<file path="src/rtl/interrupt_controller.sv">
// Interrupt entry / RTI return sequencer for the five-stage pipeline: drains the pipe,
// pushes PC and CCR through the memory stage, vectors fetch, and reverses it on RTI.
module interrupt_controller #(
  parameter int unsigned DRAIN_CYCLES = 3,
  parameter logic [31:0] VECTOR_ADDR  = 32'h0000_0000
) (
  input  logic        clk,
  input  logic        reset,
  input  logic        int_pin,
  input  logic        rti_exec,
  input  logic        branch_busy,
  output logic        int_signal,
  output logic        rti_pop,
  output logic [1:0]  counter_value,
  output logic        fetch_stall,
  output logic        flush,
  output logic        pc_load,
  output logic [31:0] pc_load_value,
  output logic        pc_restore,
  output logic        int_pending,
  output logic        in_service
);

  typedef enum logic [2:0] {
    S_IDLE,
    S_DRAIN,
    S_SAVE,
    S_VECTOR,
    S_RESTORE,
    S_RESUME
  } state_t;

  localparam logic [3:0] DRAIN_LAST = 4'(DRAIN_CYCLES - 1);
  localparam logic [3:0] WORD_LAST  = 4'd2;

  state_t     state, state_d;
  logic [3:0] cnt, cnt_d;
  logic       int_pin_q;
  logic       rearm;      // edge seen after the current entry already committed
  logic       pin_edge;

  assign pin_edge      = int_pin & ~int_pin_q;
  assign pc_load_value = VECTOR_ADDR;

  always_comb begin
    // NOTE: every always_comb output gets a default first so no path can infer a latch.
    state_d = state;
    cnt_d   = cnt;
    unique case (state)
      S_IDLE: begin
        cnt_d = '0;
        if (rti_exec && in_service) begin
          state_d = S_RESTORE;
        end else if (int_pending && !in_service && !branch_busy) begin
          state_d = S_DRAIN;
        end
      end
      S_DRAIN: begin
        if (cnt == DRAIN_LAST) begin
          state_d = S_SAVE;
          cnt_d   = '0;
        end else begin
          cnt_d = cnt + 4'd1;
        end
      end
      S_SAVE: begin
        if (cnt == WORD_LAST) begin
          state_d = S_VECTOR;
          cnt_d   = '0;
        end else begin
          cnt_d = cnt + 4'd1;
        end
      end
      S_RESTORE: begin
        if (cnt == WORD_LAST) begin
          state_d = S_RESUME;
          cnt_d   = '0;
        end else begin
          cnt_d = cnt + 4'd1;
        end
      end
      S_VECTOR, S_RESUME: begin
        state_d = S_IDLE;
        cnt_d   = '0;
      end
      default: begin
        state_d = S_IDLE;
        cnt_d   = '0;
      end
    endcase
  end

  // Strobes are registered from the next state, so they are a pure Moore decode of state/cnt.
  always_ff @(posedge clk) begin
    // NOTE: sequential state uses non-blocking assignments so every flop samples pre-edge values.
    if (reset) begin
      state         <= S_IDLE;
      cnt           <= '0;
      int_pin_q     <= 1'b1;
      rearm         <= 1'b0;
      int_pending   <= 1'b0;
      in_service    <= 1'b0;
      int_signal    <= 1'b0;
      rti_pop       <= 1'b0;
      counter_value <= 2'd0;
      fetch_stall   <= 1'b0;
      flush         <= 1'b0;
      pc_load       <= 1'b0;
      pc_restore    <= 1'b0;
    end else begin
      state     <= state_d;
      cnt       <= cnt_d;
      int_pin_q <= int_pin;

      unique case (state)
        S_VECTOR: begin
          in_service  <= 1'b1;
          int_pending <= rearm | pin_edge;
          rearm       <= 1'b0;
        end
        S_DRAIN, S_SAVE: begin
          if (pin_edge) rearm <= 1'b1;
        end
        default: begin
          if (pin_edge) int_pending <= 1'b1;
          if (state == S_RESUME) in_service <= 1'b0;
        end
      endcase

      int_signal  <= (state_d == S_SAVE);
      rti_pop     <= (state_d == S_RESTORE);
      fetch_stall <= (state_d inside {S_DRAIN, S_SAVE, S_RESTORE});
      flush       <= (state_d inside {S_DRAIN, S_SAVE, S_RESTORE});
      pc_load     <= (state_d == S_VECTOR);
      pc_restore  <= (state_d == S_RESUME);
      if (state_d == S_SAVE) begin
        counter_value <= cnt_d[1:0];
      end else if (state_d == S_RESTORE) begin
        counter_value <= 2'd2 - cnt_d[1:0];
      end else begin
        counter_value <= 2'd0;
      end
    end
  end

endmodule

</file>
<file path="config.mk">
export PLATFORM = sky130hd
export DESIGN_NAME = interrupt_controller
export DESIGN_NICKNAME = d
export VERILOG_FILES = /design/src/rtl/interrupt_controller.sv
export SDC_FILE = /design/constraint.sdc
export NUM_CORES = 1
export LEC_CHECK = 0
export ABC_AREA = 0
export CAP_MARGIN = 5
export CORE_MARGIN = 3
export CORE_UTILIZATION = 27
export DETAILED_ROUTE_END_ITERATION = 6
export PLACE_DENSITY_LB_ADDON = 0.15
export SYNTH_ARGS = -nofsm -noshare
export SYNTH_HDL_FRONTEND = slang
export SYNTH_SLANG_ARGS = --single-unit
</file>
<file path="constraint.sdc">
create_clock -name clk -period 3.4 [get_ports clk]
set_input_delay 0.51 -clock clk [delete_from_list [all_inputs] [get_ports clk]]
set_output_delay 0.51 -clock clk [all_outputs]
set_load 0.05 [all_outputs]
</file>
# Word level (Yosys, flattened, before mapping)
# Cells that the tools add are included.
totals:
  output_inout_bits: 42
  input_bits: 5
  register_bits: 18
  wordCells: 63
op_classes:
  reduce_logical: 16
  eq_ne: 12
  n_bitwise: 5
  add_sub_neg: 2
  muxes: 15
op_table:
  columns: ["op", "n"]
  rows:
  - ["3-bit two-way mux", 5]
  - ["3-bit by 2-bit == test with 1-bit output (second input constant)", 4]
  - ["3-bit == test (second input constant)", 4]
  - ["3-bit one-hot mux with 4 select lines", 1]
  - ["2-bit two-way mux", 4]
  - ["3-bit by 1-bit == test with 1-bit output (second input constant)", 2]
  - ["1-bit one-hot mux with 2 select lines", 3]
  - ["2-bit AND reduction", 3]
  - ["2-bit nonzero test", 3]
  - ["3-bit OR reduction", 2]
  - ["4-bit by 1-bit adder with 4-bit output (second input constant)", 1]
  - ["4-bit by 2-bit == test with 1-bit output (second input constant)", 1]
  - ["1-bit logical AND", 3]
  - ["3-bit logical NOT", 1]
  - ["1-bit NOT", 3]
  - ["3-bit nonzero test", 1]
  - ["1-bit logical NOT", 2]
  - ["1-bit two-way mux", 2]
  - ["2-bit != test (second input constant)", 1]
  - ["2-bit OR reduction", 1]
  - ["2-bit subtractor (first input constant)", 1]
  - ["1-bit AND", 1]
  - ["1-bit OR", 1]

# Logic depth before layout (Yosys ltp)
# Gate-level depths: netlist of the first run.
depth:
  word_depth: 9
  depth_mapped: 7
  ltp_nobuf: 6

# Worst setup path before layout of the first run
# No wires, ideal clock.
synth_path:
  kind: "reg-to-reg"
  startpoint: "register cnt[0]"
  endpoint: "register state[1]"
  period_less_slack_ns: 1.562
  path_slack_ns: 1.838
  required_time_ns: 3.334
  arrival_ns: 1.496
  setup_ns: 0.066
  n_path_buf: 1
  path_stages_with_launch: 7
  path_cell_list: "dfxtp_1 > inv_1 > ha_1 > or3b_1 > buf_6 > or3b_4 > a21boi_2"
synth_between:
  elab_chain_cells: 3
  elab_cells_between_ends: 5
  cone_classes: "1 x eq/ne; 4 x mux"
synth_lines:
  columns: ["element", "line_no", "rtl"]
  rows:
  - ["start, declared", "37", "logic [3:0] cnt, cnt_d;"]
  - ["start signal, assigned", "112", "cnt <= cnt_d;"]
  - ["4-bit by 2-bit == test with 1-bit output (*)", "59, 67, 75", null]
  - ["3-bit two-way mux (on tied branches)", "75, 59, 67", null]
  - ["3-bit one-hot mux with 4 select lines (*)", "49", "unique case (state)"]
  - ["end signal, assigned", "111", "state <= state_d;"]
  - ["end, declared", "36", "state_t state, state_d;"]
# Mark *: on every way between the ends. The rest lies on a longest branch, timed or not.
# A chain may end at the register's enable or synchronous reset.

# Worst setup path after layout of the first run
layout_path:
  startpoint: "register in_service"
  endpoint: "output in_service"
layout_rtl:
  columns: ["element", "line_no", "rtl"]
  rows:
  - ["start, declared", "21", "output logic in_service"]
  - ["start signal, assigned", "102", "in_service <= 1'b0;"]
  - ["start signal, assigned", "117", "in_service <= 1'b1;"]
  - ["start signal, assigned", "126", "if (state == S_RESUME) in_service <= 1'b0;"]
# No word-level cell between the ends.

==> summary.txt, run 1 <==
Outcome
  – Outcome: finished clean

Clocking
  – Clk sink count: 18
  – Clock tree buffer depth: 2
  – Clock root cell: clkbuf_8
  – CTS tree: yes
  – PostCTS Resize Cnt: 0
  – Worst-Skew Late Latency: 0.26 ns
  – Total CTS buffers: 3
  – Register clock-pin slew on the reported worst setup and hold paths: 0.07 ns
  – Htree depth: 1
  – Hold buffer count at cts: 0
  – Post-CTS Repair Setup Buffers: 0

Power and ir drop
  – P_int: 0.336 mW
  – Leakage power: 0.455 nW
  – Clock Power Share: 34.6%
  – Sw frac: 35.0%
  – Gate power share: 22.9%
  – PD cells: 458 nW/um^2
  – Switching power: 0.181 mW
  – Max VDD drop: 0.218 mV
  – Sequential power share: 42.5%

Detailed routing
  – Met3 routed WL: 138 um
  – Routed via count: 710
  – Final wirelength: 1850 um
  – Via density: 4.01
  – Top routing layer used: met4
  – WL/cell: 10.4 um
  – Met2 wire length: 875 um
  – DRT iter0 DRCs: 45
  – 1st-pass router iterations: 4
  – Antenna-violating nets left: 0
  – WL met1: 810 um
  – DRC viols: 0

Critical path
  – Crit path max-delay family: buffers and inverters
  – Startpoint Class: register
  – Worst Path Required: 2.89 ns
  – Crit path DAT: 1.50 ns
  – Worst setup EP type: output pin
  – FF-to-FF setup slack: 1.66 ns
  – Critical path peak fanout: 6
  – Slowest stage cell, crit path: clkdlybuf4s50_1
  – Reg-to-Reg End: counter_value[0]
  – Buf/Inv on CP: 1
  – Ordered cell list for the critical path: clkdlybuf4s50_1
  – Largest stage delay on the critical path: 0.83 ns
  – R2R Path Start: cnt[0]
  – Crit path kind: register to output pin
  – Depth of the worst register-to-register path: 6

Floorplan
  – IO Pins: 47
  – Core Rows: 21
  – Die Span Y: 67.9 um
  – Starting Density: 29.4%
  – Die Area: 4610 sq um
  – Die Wd: 67.9 um
  – Core Region: 3520 sq um

Worst hold path
  – WHS Path Cells: 2
  – Min-Delay Endpoint: rearm
  – Hold Startpoint: rearm
  – Hold Path Class: register to register

Placed design
  – RePlAce Congestion: 0.763
  – Placed instance area: 1070 sq um
  – DP Wirelength: 1370 um
  – PortBufs: 14
  – Pre-CTS WS: 1.40 ns

Timing
  – Final slew viol count: 0
  – Final setup fails: 0
  – Clock skew: 0.00327 ns
  – Final Cycle Share: 59.1%
  – Setup WS post-layout: 1.39 ns
  – Max Clock Freq: 498 MHz
  – Tmin final: 2.01 ns
  – Final Hold Viols: 0
  – RSZ-0062 raised after global routing: false
  – Setup TNS: 0 ns

Global route
  – First-pass GRT wire length: 2790 um
  – Largest net degree at the start of global routing: 14
  – GRT Util Overall: 8.11%
  – Vias in the first global route: 615
  – Global route overflow: 0
  – Initial antenna violation count: 0

Synthesis
  – Post-Syn Area: 1030 sq um
  – Synth Instances: 120
  – Sequential share of the synthesized area: 34.9%
  – Mean Syn Cell Area: 8.61 sq um
  – Ys Warns: 0
  – Post-synthesis register bit count: 18
  – Post-synthesis cell type count: 34

Layout
  – Design Area, Final: 1130 sq um
  – Layout cells sized above 1: 6.11%
  – ANT cells: 0
  – Core Util, Final: 32.0%
  – # nets final: 139
  – Fill cells: 391
  – Layout area overhead: 9.08%

Job
  – Max cap viols: 0
-- power by group through the flow --
stage          registers, mW  clock network [mW]  logic (mW)
5_1_grt                0.220               0.196       0.124
6_report               0.220               0.179       0.118
4_1_cts                0.220               0.188       0.118
3_5_place_dp           0.225                   0       0.117
2_1_floorplan          0.231                   0       0.127
3_3_place_gp           0.224                   0       0.117
-- layer usage --
layer  vias up  track usage [%]
met5         -                0
met4         0             2.98
met3         5             3.12
met2        23             13.1
met1       326             9.74
li1        356                -
-- final cells by class --
class	count	area (sq um)	area share, %
inverters	3	11.3	0.999
multi-input cells	92	503	44.6
repair buffers	14	140	12.4
flip-flops and latches	18	360	32.0
well taps	46	57.6	5.11
clock buffers	4	55.1	4.88
-- registers in the layout, summed over array words and instances (netlist names) --
register and cells:
int_pending 1, state 3, flush 1, cnt 4, counter_value 2, pc_restore 1
in_service 1, int_signal 1, rti_pop 1, int_pin_q 1, rearm 1, pc_load 1
-- through the flow --
stage,hold slack [ns],instances,total power [mW]
after floorplan,0.473,151,0.357
after global placement,0.510,173,0.342
after detailed placement,0.514,173,0.342
after CTS,0.529,177,0.525
after global routing,0.551,177,0.541
final,0.523,177,0.516
-- synth_stat cells (all sizes together) --
master   number  area (sq um)
buf          35           264
dfxtp        18           360
xor2          3          26.3
o311ai        1          8.76
o2111ai       1          8.76
nor4b         2          17.5
o21ai         3          15.0
a21boi        2          18.8
clkbuf        3          11.3
or2           1          6.26
nand3b        1          7.51
conb          1          3.75
and2          4          25.0
nand3         2          10.0
o211ai        1          7.51
inv           3          11.3
nor4          2          12.5
nor3          2          10.0
nor2b         3          18.8
nand2b        2          12.5
or3b          2          20.0
a211oi        1          7.51
a21oi         5          25.0
xnor2         1          8.76
or3           2          12.5
ha            2          25.0
nand2         5          18.8
nor2         10          37.5
a32oi         1          16.3
a31oi         1          6.26
-- how the worst max path moves through the flow --
| stage | from | to | slack, ns | cells after the start |
|---|---|---|---|---|
| after floorplan | cnt[0] | state[1] | 1.84 | 6 |
| after global placement | reset | counter_value[1] | 1.46 | 4 |
| after detailed placement | reset | counter_value[1] | 1.40 | 4 |
| after CTS | in_service | in_service | 1.38 | 1 |
| after global routing | in_service | in_service | 1.33 | 1 |
| final | in_service | in_service | 1.39 | 1 |
-- cell families after synthesis --
logic type	synth area share, %
AOI/OAI and AO/OA	11.0
buffers and inverters	27.7
xor gates and xnor gates	3.39
adders and majority gates	2.42
other	0.363
DFF	34.9
and+or+nand+nor	20.2
-- placed cells by master (no fill, tap or decap), drive strengths merged, types with 2 or more instances in the layout --
cell,netlist,layout
conb,1,32
dfxtp,18,18
clkdlybuf4s50,0,14
nor2,10,10
a21oi,5,5
nand2,5,5
and2,4,4
clkbuf,3,4
inv,3,3
xor2,3,3
o21ai,3,3
nor2b,3,3
nand3,2,2
nor4b,2,2
nand2b,2,2
nor4,2,2
or3,2,2
nor3,2,2
ha,2,2
or3b,2,2
a21boi,2,2
Power figures use the tool's default switching activity.
==> run 2, diff against run 1 <==
==> constraint.sdc (replaced) <==
create_clock -name clk -period 2.1 [get_ports clk]
set_input_delay 0.315 -clock clk [delete_from_list [all_inputs] [get_ports clk]]
set_output_delay 0.315 -clock clk [all_outputs]
set_load 0.05 [all_outputs]
==> summary.txt, run 2 (same netlist as run 1, synthesis figures left out) <==
Floorplan
  – Core Region: 3520 sq um (unchanged)
  – Core Rows: 21 (unchanged)
  – Die Area: 4610 sq um (unchanged)
  – IO Pins: 47 (unchanged)
  – Starting Density: 29.4% (unchanged)
  – Die Span Y: 67.9 um (unchanged)
  – Die Wd: 67.9 um (unchanged)

Layout
  – Reg area: 360 sq um (unchanged)
  – Most frequent cells in the layout: 32 x conb_1, 18 x dfxtp_1, 14 x clkdlybuf4s50_1, 10 x nor2_1
  – Max reg flops: 4 (unchanged)
  – Most flop-heavy register: cnt
  – Multi-input logic area: 503 sq um (unchanged)
  – ANT cells: 0 (unchanged)
  – Largest regs: cnt x4, state x3, counter_value x2
  – Fill cells: 396 (+1.3%)
  – Commonest non-fill, non-tap cell in the layout: conb_1
  – # nets final: 140 (+0.72%)
  – Layout cells sized above 1: 6.11% (unchanged)
  – Layout area overhead: 8.48%

Global route
  – Initial antenna violation count: 0 (unchanged)
  – Largest net degree at the start of global routing: 14 (unchanged)
  – Vias in the first global route: 625 (+1.6%)
  – Global route overflow: 0 (unchanged)
  – First-pass GRT wire length: 2880 um (+3.2%)
  – GRT Util Overall: 8.30% (+0.19 points)

Timing
  – Setup TNS: 0 ns (unchanged)
  – Max Clock Freq: 547 MHz
  – Final Cycle Share: 87.0%
  – Clock skew: 0.00423 ns (+0.000961 ns)
  – Slew margin rel.: 63.1%
  – Tmin final: 1.83 ns
  – Final setup fails: 0 (unchanged)
  – Worst hold slack: 0.511 ns (-0.0127 ns)
  – Worst slew pin tran: 0.548 ns
  – Final Hold Viols: 0 (unchanged)
  – RSZ-0062 raised after global routing: false
  – Final slew viol count: 0 (unchanged)

Power and ir drop
  – PD cells: 697 nW/um^2 (+52%)
  – Max VDD drop: 0.428 mV (+97%)
  – Leakage power: 0.453 nW (-0.52%)

Job
  – Max cap viols: 0 (unchanged)

Detailed routing
  – DRC viols: 0 (unchanged)
  – Final wirelength: 1800 um (-2.5%)
  – Via density: 3.94 (-1.7%)
  – Antenna-violating nets left: 0 (unchanged)
  – 1st-pass router iterations: 4 (unchanged)
  – Routed via count: 698 (-1.7%)
  – DRT iter0 DRCs: 12 (-73%)
  – WL/cell: 10.2 um (-2.5%)

Clocking
  – Clock root cell: clkbuf_8
  – Register clock-pin slew on the reported worst setup and hold paths: 0.07 ns (about the same)
  – Clock tree buffer depth: 2 (unchanged)
  – Post-CTS Repair Setup Buffers: 0 (unchanged)
  – Htree depth: 1 (unchanged)
  – CTS tree: yes
  – Worst-Skew Late Latency: 0.25 ns (about the same)
  – Clk sink count: 18 (unchanged)
  – Hold buffer count at cts: 0 (unchanged)
  – Total CTS buffers: 3 (unchanged)
  – PostCTS Resize Cnt: 0 (unchanged)

Critical path
  – Buf/Inv on CP: 1 (unchanged)
  – Ordered cell list for the critical path: clkdlybuf4s50_1
  – Slowest stage cell, crit path: clkdlybuf4s50_1
  – Critical path peak fanout: 6 (unchanged)
  – Largest stage delay on the critical path: 0.84 ns (about the same)
  – Crit path kind: register to output pin
  – Worst setup EP type: output pin
  – Startpoint Class: register
  – Crit path max-delay family: buffers and inverters
  – Worst Path Required: 1.78 ns (-1.11 ns)
  – Crit path DAT: 1.51 ns (about the same)

Placed design
  – RePlAce Congestion: 0.737 (-3.4%)
  – PortBufs: 14 (unchanged)
  – DP Wirelength: 1410 um (+2.9%)

Outcome
  – Outcome: finished clean

Worst hold path
  – Hold Path Class: register to register
[run 2: cell type report]
| cell class | count | area share (%) |
|---|---|---|
| clock buffer | 3 | 3.68 |
| inverter | 3 | 1.00 |
| multi-input combinational | 92 | 44.9 |
| sequential | 18 | 32.1 |
| tap | 46 | 5.13 |
| timing repair buffer | 15 | 13.2 |
[run 2: worst paths after layout]
kind	start	to	slack, ns	depth (start not counted)
worst max register to register	cnt[0]	counter_value[1]	0.40	6
worst max-delay path	in_service	in_service	0.27	1
worst min-delay path	rearm	rearm	0.51	2
worst min register to register	rearm	rearm	0.51	2
[run 2: per-stage QoR]
step	setup WS, ns	std cells	util [%]	power, mW	area [sq um]
3_5_place_dp	0.240	174	30.7	0.555	1080
5_1_grt	0.148	177	31.8	0.823	1120
2_1_floorplan	0.538	151	-	0.578	1150
6_report	0.273	177	31.8	0.782	1120
3_3_place_gp	0.212	174	30.7	0.555	1080
4_1_cts	0.269	177	31.8	0.792	1120
[run 2: worst min-delay path: cells and delay by family (launching register included)]
kind,cells,cell delay (ns)
compound gates,2,0.16
flops,1,0.31
[run 2: layer usage]
layer  part of all wire [%]  vias up  GRT usage [%]
met5                      0        -              0
li1                       -      354              -
met3                    9.4        2           3.94
met4                   0.28        0           1.49
met2                     47       25           13.7
met1                     43      317           9.90
[run 2: power by group]
part / internal [mW] / total [mW] / switching (mW)
logic: 0.0299 / 0.193 / 0.163
registers: 0.348 / 0.356 / 0.00753
clock network: 0.127 / 0.233 / 0.106
total: 0.505 / 0.782 / 0.276
